File: src/rtl/bmp280_pkg.sv
// bmp280_pkg: BMP280 register map, soft-reset word and responder state type
package bmp280_pkg;
  localparam logic [7:0] ADDR_ID         = 8'hD0;
  localparam logic [7:0] ADDR_RESET      = 8'hE0;
  localparam logic [7:0] ADDR_STATUS     = 8'hF3;
  localparam logic [7:0] ADDR_CTRL_MEAS  = 8'hF4;
  localparam logic [7:0] ADDR_CONFIG     = 8'hF5;
  localparam logic [7:0] ADDR_PRESS_MSB  = 8'hF7;
  localparam logic [7:0] ADDR_PRESS_LSB  = 8'hF8;
  localparam logic [7:0] ADDR_PRESS_XLSB = 8'hF9;
  localparam logic [7:0] ADDR_TEMP_MSB   = 8'hFA;
  localparam logic [7:0] ADDR_TEMP_LSB   = 8'hFB;
  localparam logic [7:0] ADDR_TEMP_XLSB  = 8'hFC;
  localparam logic [7:0] ADDR_CALIB_LO   = 8'h88;
  localparam logic [7:0] ADDR_CALIB_HI   = 8'h9F;
  localparam logic [7:0] RESET_WORD      = 8'hB6;
  typedef enum logic [1:0] {IDLE, CMD, WDATA, RDATA} resp_state_t;
  function automatic logic [7:0] raw_byte(input logic [19:0] raw, input logic [1:0] sel);
    return sel == 2'd0 ? raw[19:12] : sel == 2'd1 ? raw[11:4] : {raw[3:0], 4'h0};
  endfunction
endpackage

File: src/rtl/spi_sync_edge.sv
// spi_sync_edge: DEPTH-flop synchronizer with registered-history rise/fall pulses
module spi_sync_edge #(
  parameter int DEPTH = 2
) (
  input  logic clk,
  input  logic rst_n,
  input  logic d,
  output logic q,
  output logic rise,
  output logic fall
);
  logic [DEPTH:0] sync_q, sync_d;
  always_comb sync_d = {sync_q[DEPTH-1:0], d};
  always_ff @(posedge clk or negedge rst_n)
    if (!rst_n) sync_q <= '0;
    else sync_q <= sync_d;
  assign q    = sync_q[DEPTH-1];
  assign rise = sync_q[DEPTH-1] & ~sync_q[DEPTH];
  assign fall = ~sync_q[DEPTH-1] & sync_q[DEPTH];
endmodule

File: src/rtl/bmp280_spi_responder.sv
// bmp280_spi_responder: SPI mode-0 slave emulating the BMP280 register interface
// BMP280_RESP_SHADOW_EN: capture press_raw/temp_raw at ss fall for coherent burst reads
module bmp280_spi_responder
  import bmp280_pkg::*;
#(
  parameter logic [7:0] CHIP_ID    = 8'h58,
  parameter int         SYNC_DEPTH = 2
) (
  input  logic         mclk,
  input  logic         rst_n,
  input  logic         spi_clk,
  input  logic         spi_mosi,
  input  logic         spi_ss,
  output logic         spi_miso,
  output logic         spi_miso_oe,
  input  logic [19:0]  press_raw,
  input  logic [19:0]  temp_raw,
  input  logic [191:0] calib,
  input  logic         measuring,
  input  logic         im_update,
  output logic [7:0]   ctrl_meas,
  output logic [7:0]   config_reg,
  output logic         soft_rst
);
  logic sclk_rise, sclk_fall, sclk_lvl_unused;
  logic mosi, mosi_rise_unused, mosi_fall_unused;
  logic ss_rise, ss_fall, ss_lvl_unused;
  spi_sync_edge #(.DEPTH(SYNC_DEPTH)) u_sclk (
    .clk(mclk), .rst_n(rst_n), .d(spi_clk), .q(sclk_lvl_unused), .rise(sclk_rise), .fall(sclk_fall));
  spi_sync_edge #(.DEPTH(SYNC_DEPTH)) u_mosi (
    .clk(mclk), .rst_n(rst_n), .d(spi_mosi), .q(mosi), .rise(mosi_rise_unused), .fall(mosi_fall_unused));
  // ss resets to the low level, so ss held low through reset never yields a falling edge
  spi_sync_edge #(.DEPTH(SYNC_DEPTH)) u_ss (
    .clk(mclk), .rst_n(rst_n), .d(spi_ss), .q(ss_lvl_unused), .rise(ss_rise), .fall(ss_fall));
  resp_state_t state_q, state_d;
  logic [2:0] bit_cnt_q, bit_cnt_d;
  logic [7:0] sh_in_q, sh_in_d, sh_out_q, sh_out_d, addr_q, addr_d;
  logic [7:0] ctrl_q, ctrl_d, cfg_q, cfg_d;
  logic load_q, load_d, miso_q, miso_d, srst_q, srst_d;
  logic [7:0] byte_in, rd_data;
  logic [19:0] press_src, temp_src;
  logic [4:0] calib_k;
`ifdef BMP280_RESP_SHADOW_EN
  logic [19:0] press_sh_q, press_sh_d, temp_sh_q, temp_sh_d;
  always_comb begin
    press_sh_d = (state_q == IDLE && ss_fall) ? press_raw : press_sh_q;
    temp_sh_d  = (state_q == IDLE && ss_fall) ? temp_raw : temp_sh_q;
  end
  always_ff @(posedge mclk or negedge rst_n)
    if (!rst_n) begin
      press_sh_q <= '0;
      temp_sh_q  <= '0;
    end else begin
      press_sh_q <= press_sh_d;
      temp_sh_q  <= temp_sh_d;
    end
  assign press_src = press_sh_q;
  assign temp_src  = temp_sh_q;
`else
  assign press_src = press_raw;
  assign temp_src  = temp_raw;
`endif
  assign calib_k = 5'(addr_q - ADDR_CALIB_LO);
  always_comb begin
    rd_data = 8'h00;
    if (addr_q >= ADDR_CALIB_LO && addr_q <= ADDR_CALIB_HI) rd_data = calib[{calib_k, 3'b000} +: 8];
    case (addr_q)
      ADDR_ID:         rd_data = CHIP_ID;
      ADDR_STATUS:     rd_data = {4'b0, measuring, 2'b0, im_update};
      ADDR_CTRL_MEAS:  rd_data = ctrl_q;
      ADDR_CONFIG:     rd_data = cfg_q;
      ADDR_PRESS_MSB:  rd_data = raw_byte(press_src, 2'd0);
      ADDR_PRESS_LSB:  rd_data = raw_byte(press_src, 2'd1);
      ADDR_PRESS_XLSB: rd_data = raw_byte(press_src, 2'd2);
      ADDR_TEMP_MSB:   rd_data = raw_byte(temp_src, 2'd0);
      ADDR_TEMP_LSB:   rd_data = raw_byte(temp_src, 2'd1);
      ADDR_TEMP_XLSB:  rd_data = raw_byte(temp_src, 2'd2);
      default: ;
    endcase
  end
  assign byte_in = {sh_in_q[6:0], mosi};
  always_comb begin
    state_d   = state_q;
    bit_cnt_d = bit_cnt_q;
    sh_in_d   = sh_in_q;
    sh_out_d  = sh_out_q;
    addr_d    = addr_q;
    load_d    = load_q;
    miso_d    = miso_q;
    ctrl_d    = srst_q ? 8'h00 : ctrl_q;
    cfg_d     = srst_q ? 8'h00 : cfg_q;
    srst_d    = 1'b0;
    if (ss_rise) begin
      state_d = IDLE;
      miso_d  = 1'b0;
      load_d  = 1'b0;
    end else if (state_q == IDLE) begin
      if (ss_fall) begin
        state_d   = CMD;
        bit_cnt_d = 3'd0;
        addr_d    = 8'h00;
        miso_d    = 1'b0;
        load_d    = 1'b0;
      end
    end else if (sclk_rise) begin
      sh_in_d   = byte_in;
      bit_cnt_d = bit_cnt_q + 3'd1;
      if (bit_cnt_q == 3'd7)
        case (state_q)
          CMD: begin
            state_d = byte_in[7] ? RDATA : WDATA;
            addr_d  = {1'b1, byte_in[6:0]};
            load_d  = byte_in[7];
          end
          WDATA: begin
            state_d = CMD;
            ctrl_d  = addr_q == ADDR_CTRL_MEAS ? byte_in : ctrl_d;
            cfg_d   = addr_q == ADDR_CONFIG ? byte_in : cfg_d;
            srst_d  = addr_q == ADDR_RESET && byte_in == RESET_WORD;
          end
          RDATA: begin
            addr_d = addr_q + 8'd1;
            load_d = 1'b1;
          end
          default: ;
        endcase
    end else if (sclk_fall && state_q == RDATA) begin
      miso_d   = load_q ? rd_data[7] : sh_out_q[7];
      sh_out_d = load_q ? {rd_data[6:0], 1'b0} : {sh_out_q[6:0], 1'b0};
      load_d   = 1'b0;
    end
  end
  always_ff @(posedge mclk or negedge rst_n)
    if (!rst_n) begin
      state_q   <= IDLE;
      bit_cnt_q <= 3'd0;
      sh_in_q   <= 8'h00;
      sh_out_q  <= 8'h00;
      addr_q    <= 8'h00;
      load_q    <= 1'b0;
      miso_q    <= 1'b0;
      ctrl_q    <= 8'h00;
      cfg_q     <= 8'h00;
      srst_q    <= 1'b0;
    end else begin
      state_q   <= state_d;
      bit_cnt_q <= bit_cnt_d;
      sh_in_q   <= sh_in_d;
      sh_out_q  <= sh_out_d;
      addr_q    <= addr_d;
      load_q    <= load_d;
      miso_q    <= miso_d;
      ctrl_q    <= ctrl_d;
      cfg_q     <= cfg_d;
      srst_q    <= srst_d;
    end
  assign spi_miso    = miso_q;
  assign spi_miso_oe = state_q != IDLE && !ss_rise;
  assign ctrl_meas   = ctrl_q;
  assign config_reg  = cfg_q;
  assign soft_rst    = srst_q;
endmodule

File: config.mk
export PLATFORM = sky130hd
export DESIGN_NAME = bmp280_spi_responder
export DESIGN_NICKNAME = d
export VERILOG_FILES = /design/src/rtl/bmp280_pkg.sv /design/src/rtl/spi_sync_edge.sv /design/src/rtl/bmp280_spi_responder.sv
export SDC_FILE = /design/constraint.sdc
export NUM_CORES = 1
export LEC_CHECK = 0
export ABC_AREA = 1
export BUFFER_PORTS_ARGS = -buffer_cell sky130_fd_sc_hd__buf_2
export CORE_UTILIZATION = 52
export CTS_CLUSTER_SIZE = 10
export DETAILED_ROUTE_END_ITERATION = 6
export PLACE_DENSITY = 0.87
export SETUP_SLACK_MARGIN = 0.2
export SYNTH_ARGS = -nofsm -noshare
export SYNTH_HDL_FRONTEND = slang
export SYNTH_HIERARCHICAL = 1
export SYNTH_SLANG_ARGS = --single-unit
export TNS_END_PERCENT = 5
File: constraint.sdc
create_clock -name mclk -period 6.2 [get_ports mclk]
set_input_delay 1.24 -clock mclk [delete_from_list [all_inputs] [get_ports mclk]]
set_output_delay 1.24 -clock mclk [all_outputs]
set_load 0.05 [all_outputs]
==> metrics.md <==
| Metric | Value |
|---|---|
| Max VDD drop | 0.224 mV |
| Final Worst Setup Slack | 3250 ps |
| Row cnt | 37 |
| Synth Cell Area | 0.00555 mm^2 |
| Setup TNS | 0 ps |
| Hold_buf cts | 0 |
| ANT cells | 0 |
| Clock Sinks | 54 |
| GPL Wtd Cong | just over 0.9 |
| Grt ovf | 0 |
| DIE AREA | between 0.01 and 0.015 mm^2 |
| Vias in the first global route | approximately 6.6k |
| RSZ-0062 raised after global routing | false |
| Mapped Nets | 1238 |
| Setup CP Type | register to register |
| Worst slew pin tran | 994 ps |
| Slew Viols, Final | 0 |
| Reg clk slew, reported paths | 110 ps |
| Post-Place Worst Slack | 3350 ps |
| Post-synthesis area per instance | between 5 and 6 um^2 |
| Yosys Warn Count | 6 |
| Worst setup EP type | register |
| Worst hold path type | register to register |
| Root Buffer | clkbuf_8 |
| Layout area overhead | 23.7% |
| Min Hold Slack | 361 ps |
| TritonCTS buffer count | 5 |
| Fmax | ~0.34 GHz |
| CP Launch Type | register |
| I/O pin count | between 200 and 300 |
| Clock Latency Late Sink | 310 ps |
| Register area | 0.00135 mm^2 |
| Critical Path AT | 3150 ps |
| Total power | 1.99 mW |
| Max-cap check violation count | 0 |
| Number of port buffers | around 260 |
| Gate power share | 0.627 |
| Fin. Hold Viols | 0 |
| Cell Int Power | ~0.96 mW |
| DIE WIDTH | 105 um |
| Fin crit share | 0.476 |
| Pwr dens | between 200 and 300 mW/mm^2 |
| TritonCTS clock tree | built |
| Multi-input logic area | 0.00348 mm^2 |
| Clock network fraction of total power | 0.125 |
| HPWL after DPL | 14.4 mm |
| Largest net degree at the start of global routing | 107 |
| H-tree lvl count | 2 |
| Slew headroom | 0.337 |
| Pre-antenna DRT Iters | 6 |
| Fillers | 1025 |
| Routed WL | 18.7 mm |
| Via-to-Cell Ratio | 5.21 |
| Outcome | completed |
| Mapped Cells | roughly 990 |
| Clk buf depth | 2 |
| Iteration-0 DRC Markers | about 600 |
| Drc violations | 0 |
| Layout cells sized above 1 | 0.250 |
| Clk_skew | approximately 9.7 ps |
| Buffer count from post-CTS setup fixing | 0 |
| CTS resizes | 0 |
| Initial antenna violation count | 0 |
| NetSw | 1.03 mW |
| Final ANT Viol Nets | 0 |
| Initial Util | 0.537 |
| WL/cell | 13.9 um |
| Static leakage | a little over 4 nW |
| Sequential group share of total power | 0.248 |
| Global-route wire length before repair | 30.2 mm |
| Critical path required time | ~6400 ps |
| Final setup violation count | 0 |
| Die Y-Extent | 105 um |
| Sw Ratio | 0.518 |
| Crit-path max FO | 52 |
| CORE AREA | 0.0103 mm^2 |
| GRT Util Overall | 0.334 |
| Routed vias | 6996 |
| Layout net count | between 1k and 1.5k |
| Clock period minus worst slack | 2950 ps |
-- power by group through the flow --
stage	clock network (mW)	logic (mW)	registers, mW
2_1_floorplan	0	0.943	0.478
3_3_place_gp	0	1.22	0.494
3_5_place_dp	0	1.23	0.499
4_1_cts	0.253	1.24	0.491
5_1_grt	0.266	1.40	0.503
6_report	0.249	1.25	0.493
-- worst paths after layout --
path	startpoint	slack [ps]	cells past startpoint	end
max in group asynchronous	rst_n	4650	2	addr_q[0]
setup reg to reg	addr_q[1]	3250	10	ctrl_meas[0]
min in group asynchronous	rst_n	1050	2	u_ss/sync_q[2]
hold reg to reg	u_mosi/sync_q[0]	360	0	u_mosi/sync_q[1]
hold / removal	u_mosi/sync_q[0]	360	0	u_mosi/sync_q[1]
setup / recovery	addr_q[1]	3250	10	ctrl_meas[0]
-- per-stage QoR --
stage | instances | utilization | cell area [um^2]
global route | 1343 | 0.665 | 6860
finish | 1343 | 0.665 | 6860
CTS | 1343 | 0.665 | 6860
floorplan | 988 | - | 5550
detailed placement | 1335 | 0.653 | 6750
global placement | 1335 | 0.653 | 6750
-- layout make-up --
cell class,instances,area share
Inverter,114,0.0624
Timing Repair Buffer,261,0.192
Multi-Input combinational cell,770,0.507
Clock inverter,3,0.00711
Sequential cell,54,0.197
Clock buffer,5,0.0100
Tap cell,136,0.0248
-- worst max-delay path, cell delays in order (launching register included) --
cell,delay [ps]
dfrtp_2,400
buf_4,290
inv_2,730
ha_1,350
inv_1,80
nor2_2,250
nand4_2,180
nor2_4,230
inv_2,100
nand3_1,80
o21ai_1,70
-- cell usage in the layout, fill, tap and decap left out, drive strengths merged --
| master | instances |
|---|---|
| a21boi | 1 |
| a21oi | 17 |
| a22o | 2 |
| and3 | 2 |
| buf | 261 |
| bufinv | 1 |
| clkbuf | 5 |
| clkinv | 2 |
| clkinvlp | 1 |
| dfrtp | 54 |
| ha | 11 |
| inv | 113 |
| nand2 | 418 |
| nand3 | 155 |
| nand3b | 2 |
| nand4 | 13 |
| nor2 | 82 |
| nor3 | 1 |
| nor4 | 2 |
| o2111ai | 2 |
| o211ai | 2 |
| o21ai | 49 |
| o22ai | 2 |
| or2 | 5 |
| xor2 | 4 |
-- routing by layer --
layer	GRT usage	vias up	routed length, um
met4	0.119	0	585
met5	0	-	0
met3	0.0544	58	1420
met2	0.586	325	9070
met1	0.412	3077	7610
li1	-	3536	-
(Power assumes the default switching activity.)
